`config.mk`:
```
export PLATFORM = sky130hd
export DESIGN_NAME = axil_cpu_master
export DESIGN_NICKNAME = d
export VERILOG_FILES = /design/src/rtl/axil_cpu_master.sv
export SDC_FILE = /design/constraint.sdc
export NUM_CORES = 1
export LEC_CHECK = 0
export ABC_CLOCK_PERIOD_IN_PS = 4600
export CAP_MARGIN = 20
export CORE_MARGIN = 5
export CORE_UTILIZATION = 40
export CTS_CLUSTER_DIAMETER = 40
export DETAILED_ROUTE_END_ITERATION = 10
export GPL_TIMING_DRIVEN = 0
export PLACE_DENSITY = 0.87
export SLEW_MARGIN = 40
export SYNTH_ARGS = -nofsm -noshare
export SYNTH_HDL_FRONTEND = slang
export SYNTH_SLANG_ARGS = --single-unit
```
`constraint.sdc`:
```
create_clock -name aclk -period 4.6 [get_ports aclk]
set_clock_uncertainty 0.15 [all_clocks]
set_input_delay 1.38 -clock aclk [delete_from_list [all_inputs] [get_ports aclk]]
set_output_delay 1.38 -clock aclk [all_outputs]
set_load 0.05 [all_outputs]
```
`src/rtl/axil_cpu_master.sv`:
```
// CPU single-outstanding load/store port bridged onto an AXI4-Lite master.
// Optional AXIL_MASTER_POSTED_WRITE_EN: stores complete before the B response.
module axil_cpu_master #(
    parameter int ADDR_WIDTH = 32,
    parameter int DATA_WIDTH = 32,
    parameter int STRB_WIDTH = DATA_WIDTH / 8
) (
    input  logic                  aclk,
    input  logic                  areset,
    input  logic                  mem_valid,
    output logic                  mem_ready,
    input  logic                  mem_we,
    input  logic [ADDR_WIDTH-1:0] mem_addr,
    input  logic [DATA_WIDTH-1:0] mem_wdata,
    input  logic [STRB_WIDTH-1:0] mem_wstrb,
    output logic                  mem_done,
    output logic [DATA_WIDTH-1:0] mem_rdata,
    output logic                  mem_err,
    output logic [ADDR_WIDTH-1:0] m_axil_awaddr,
    output logic [2:0]            m_axil_awprot,
    output logic                  m_axil_awvalid,
    input  logic                  m_axil_awready,
    output logic [DATA_WIDTH-1:0] m_axil_wdata,
    output logic [STRB_WIDTH-1:0] m_axil_wstrb,
    output logic                  m_axil_wvalid,
    input  logic                  m_axil_wready,
    input  logic [1:0]            m_axil_bresp,
    input  logic                  m_axil_bvalid,
    output logic                  m_axil_bready,
    output logic [ADDR_WIDTH-1:0] m_axil_araddr,
    output logic [2:0]            m_axil_arprot,
    output logic                  m_axil_arvalid,
    input  logic                  m_axil_arready,
    input  logic [DATA_WIDTH-1:0] m_axil_rdata,
    input  logic [1:0]            m_axil_rresp,
    input  logic                  m_axil_rvalid,
    output logic                  m_axil_rready
);

    localparam logic [2:0] IDLE  = 3'd0;
    localparam logic [2:0] WADDR = 3'd1;
    localparam logic [2:0] WRESP = 3'd2;
    localparam logic [2:0] RADDR = 3'd3;
    localparam logic [2:0] RDATA = 3'd4;
    localparam logic [2:0] DONE  = 3'd5;

    localparam logic [ADDR_WIDTH-1:0] WORD_MASK = ~ADDR_WIDTH'(3);

    logic [2:0]            state;
    logic [ADDR_WIDTH-1:0] addr_q;
    logic [DATA_WIDTH-1:0] wdata_q;
    logic [STRB_WIDTH-1:0] wstrb_q;
    logic                  aw_done;
    logic                  w_done;

    // A channel counts as done once its valid has dropped or is handshaking now
    assign aw_done = !m_axil_awvalid || m_axil_awready;
    assign w_done  = !m_axil_wvalid || m_axil_wready;

    assign m_axil_awaddr = addr_q;
    assign m_axil_araddr = addr_q;
    assign m_axil_awprot = 3'b000;
    assign m_axil_arprot = 3'b000;
    assign m_axil_wdata  = wdata_q;
    assign m_axil_wstrb  = wstrb_q;
    assign m_axil_rready = (state == RDATA);
    assign mem_done      = (state == DONE);

`ifdef AXIL_MASTER_POSTED_WRITE_EN
    logic b_pending;

    assign m_axil_bready = (state == WRESP) || b_pending;
    assign mem_ready     = (state == IDLE) && !b_pending;
`else
    assign m_axil_bready = (state == WRESP);
    assign mem_ready     = (state == IDLE);
`endif

    always_ff @(posedge aclk) begin
        if (areset) begin
            state          <= IDLE;
            addr_q         <= '0;
            wdata_q        <= '0;
            wstrb_q        <= '0;
            m_axil_awvalid <= 1'b0;
            m_axil_wvalid  <= 1'b0;
            m_axil_arvalid <= 1'b0;
            mem_rdata      <= '0;
            mem_err        <= 1'b0;
`ifdef AXIL_MASTER_POSTED_WRITE_EN
            b_pending      <= 1'b0;
`endif
        end else begin
`ifdef AXIL_MASTER_POSTED_WRITE_EN
            if (b_pending && m_axil_bvalid) begin
                b_pending <= 1'b0;
            end
`endif
            case (state)
                IDLE: begin
                    if (mem_valid && mem_ready) begin
                        addr_q  <= mem_addr & WORD_MASK;
                        wdata_q <= mem_wdata;
                        wstrb_q <= mem_wstrb;
                        if (mem_we) begin
                            m_axil_awvalid <= 1'b1;
                            m_axil_wvalid  <= 1'b1;
                            state          <= WADDR;
                        end else begin
                            m_axil_arvalid <= 1'b1;
                            state          <= RADDR;
                        end
                    end
                end
                WADDR: begin
                    if (m_axil_awready) begin
                        m_axil_awvalid <= 1'b0;
                    end
                    if (m_axil_wready) begin
                        m_axil_wvalid <= 1'b0;
                    end
                    if (aw_done && w_done) begin
`ifdef AXIL_MASTER_POSTED_WRITE_EN
                        mem_err   <= 1'b0;
                        b_pending <= 1'b1;
                        state     <= DONE;
`else
                        state <= WRESP;
`endif
                    end
                end
                WRESP: begin
                    if (m_axil_bvalid) begin
                        mem_err <= |m_axil_bresp;
                        state   <= DONE;
                    end
                end
                RADDR: begin
                    if (m_axil_arready) begin
                        m_axil_arvalid <= 1'b0;
                        state          <= RDATA;
                    end
                end
                RDATA: begin
                    if (m_axil_rvalid) begin
                        mem_rdata <= m_axil_rdata;
                        mem_err   <= |m_axil_rresp;
                        state     <= DONE;
                    end
                end
                DONE: begin
                    state <= IDLE;
                end
                default: begin
                    state <= IDLE;
                end
            endcase
        end
    end

endmodule

```
==> reports/results.ini <==
[sta]
fmax_ghz = 0.269
hold_viol_final = 0
setup_viol = 0
tns_ns = 0
tightest_slew_ns = 0.612
rsz0062_at_grt = false
slew_headroom_pct = 59.2
final.period_utilization_pct = 80.7
finalHoldWorstSlack_ns = 0.307
period_needed_ns = 3.71
slew_violations = 0

[setup_path]
cp.arrival_ns = 2.18
startpoint_type = flop
r2r_slack_ns = 2.79
rr_endpoint = m_axil_wdata[13]
critPathMaxFanout = 10
ff2ff_path_depth = 7
worstSetupEndpointType = primary output
worstReg2RegStart = state[0]
path_class = reg -> out
required_ns = 3.07
crit_path_start = state[1]

[min_path]
min_path_type = reg -> reg
holdPathEnd = m_axil_wdata[27]
min_from = m_axil_wdata[27]
hold_depth = 2

[placed_design]
dp.cells = 915
hpwl_microns = 11000
portBuffers = 246
gp_congestion = 0.884

[global_route]
antenna_found_initial = 0
grt-ovfl-total = 0
grt_max_degree = 17
first_global_vias = 4412
track_usage_pct = 20.9
grt_pass1_wl_microns = 21300

[layout]
multi_input_area_sq_mm = 0.00155
final_nets = 903
fin_cells = 929
diodes = 0
area_growth_syn_to_layout_pct = 69.4
post-route-util_pct = 68.3
layout-drive-gt1-share_pct = 8.83
seq_area_sq_mm = 0.00210
nFillCells = 817

[synth]
postSynthCellCount = 524
yosysTopAreaCell = dfxtp_1
syn_area_per_cell_sq_um = 7.83
ys_seq_area_share_pct = 51.2
post_synth_num_cell_types = 28
synth-seq-cells = 105
synth_top_area_share_pct = 51.2
synth.area.top_cells = dfxtp_1, nand2_1, a21oi_1
ys.warnings.count = 0
netlist_area_sq_mm = 0.00410

[clock_tree]
ctsResizeCount = 0
post_cts_buffers = 0
hold_buffers = 0
ctsHtreeMaxLevel = 3
clkLatencyLatePin_ns = 0.34
clkTransAtPathRegs_ns = 0.10
clock-sinks = 105
numCtsBuffers = 9
cts-root-buf = clkbuf_8
cts_tree = yes
clock_path_buffers = 2

[route]
vias = 4346
firstDrtPassIters = 5
drt-initial-drc-count = 185
antenna_left = 0
drc = 0
wire_per_inst_microns = 14.6
viasPerCell = 4.68
wirelength_microns = 13600

[pwr]
total_power_mw = 3.59
power_density_mw_per_mm2 = 517
vdd_ir_drop_max_uv = 307
p_leak_nw = 2.61

[die]
io_pins = 259
dieWidth_microns = 111
row_count = 37
die_h_microns = 111
dieArea_sq_mm = 0.0124
core_area_sq_mm = 0.0102
start_util_pct = 40.3

[status]
status = finished clean

[flow_run]
drv_cap = 0

layer usage:
metal  track usage [%]  vias to the layer above  share of wire, %
met5                 0                        -                 0
met4              8.68                        0               3.5
met3              8.41                       38                10
met2              37.9                      190                50
met1              21.1                     1957                37
li1                  -                     2161                 -
synth_stat cells:
| cell type | instances |
|---|---|
| buf_6 | 1 |
| and3b_1 | 2 |
| a21oi_1 | 102 |
| mux2i_1 | 4 |
| conb_1 | 1 |
| nand3b_1 | 2 |
| o221a_2 | 1 |
| a22o_1 | 1 |
| o21bai_1 | 1 |
| nand2b_1 | 1 |
| dfxtp_1 | 105 |
| a311oi_2 | 1 |
| or4b_1 | 1 |
| o21ai_0 | 2 |
| and2_1 | 3 |
| nor2_1 | 7 |
| nand2_1 | 201 |
| buf_4 | 43 |
| nor3_1 | 2 |
| nor2b_1 | 1 |
| a211o_1 | 1 |
| inv_1 | 3 |
| nor3b_1 | 2 |
| nor3b_2 | 1 |
| clkbuf_1 | 23 |
| a22oi_1 | 1 |
| nand3_1 | 1 |
| buf_2 | 10 |
stage by stage:
stage	instance area [sq um]	setup WS, ns
after floorplan	4140	1.25
after global placement	6770	1.29
after detailed placement	6770	1.26
after CTS	6950	0.837
after global routing	6950	0.708
final	6950	0.887
cells in the final DEF, fill, tap and decap left out, drive strengths merged:
cell type	count
dfxtp	105
a311oi	1
nor3b	3
clkinv	1
clkdlybuf4s50	246
a211o	1
a21oi	102
inv	4
bufinv	1
or4b	1
and2	3
and3b	2
a22oi	1
nand2	201
nand2b	1
clkinvlp	1
a22o	1
mux2i	4
clkbuf	33
nand3b	2
nor3	2
o221a	1
buf	54
o21ai	2
nor2	7
nor2b	1
conb	10
nand3	1
o21bai	1
registers in the layout, summed over array words and instances (netlist names):
signal	cells
m_axil_arvalid	1
m_axil_wstrb	4
state	3
mem_rdata	32
m_axil_wdata	32
m_axil_wvalid	1
m_axil_awvalid	1
mem_err	1
m_axil_araddr	30
report_power, final:
group,internal [mW],switching [mW]
sequential,1.06,0.0980
combinational,0.669,1.22
clock,0.249,0.301
total,1.98,1.62
critical path: stages, from the launching register on:
cell	delay [ns]
dfxtp_1	0.42
clkbuf_1	0.32
nor3b_1	0.23
clkdlybuf4s50_1	0.86
layout make-up:
type	instances	area share, %
Sequential cell	105	30.2
Tap cell	136	2.45
Timing Repair Buffer	246	35.4
Clock inverter	4	0.792
Multi-Input combinational cell	348	22.4
Inverter	3	0.162
Buffer	77	6.77
Clock buffer	10	1.84
worst max-delay path by stage:
stage,to,slack (ns)
6_report,m_axil_bready,0.89
2_1_floorplan,m_axil_bready,1.25
3_5_place_dp,m_axil_bready,1.26
5_1_grt,m_axil_bready,0.71
4_1_cts,m_axil_bready,0.84
3_3_place_gp,m_axil_bready,1.29
cell families after synthesis:
group / count (synthesis) / share of synthesized area [%]
other: 1 / 0.0914
buffers and inverters: 80 / 11.7
multiplexers: 4 / 0.976
flip-flops: 105 / 51.2
AND/OR/NAND/NOR: 224 / 21.9
AO/OA/AOI/OAI: 110 / 14.1
(Power assumes the default switching activity.)
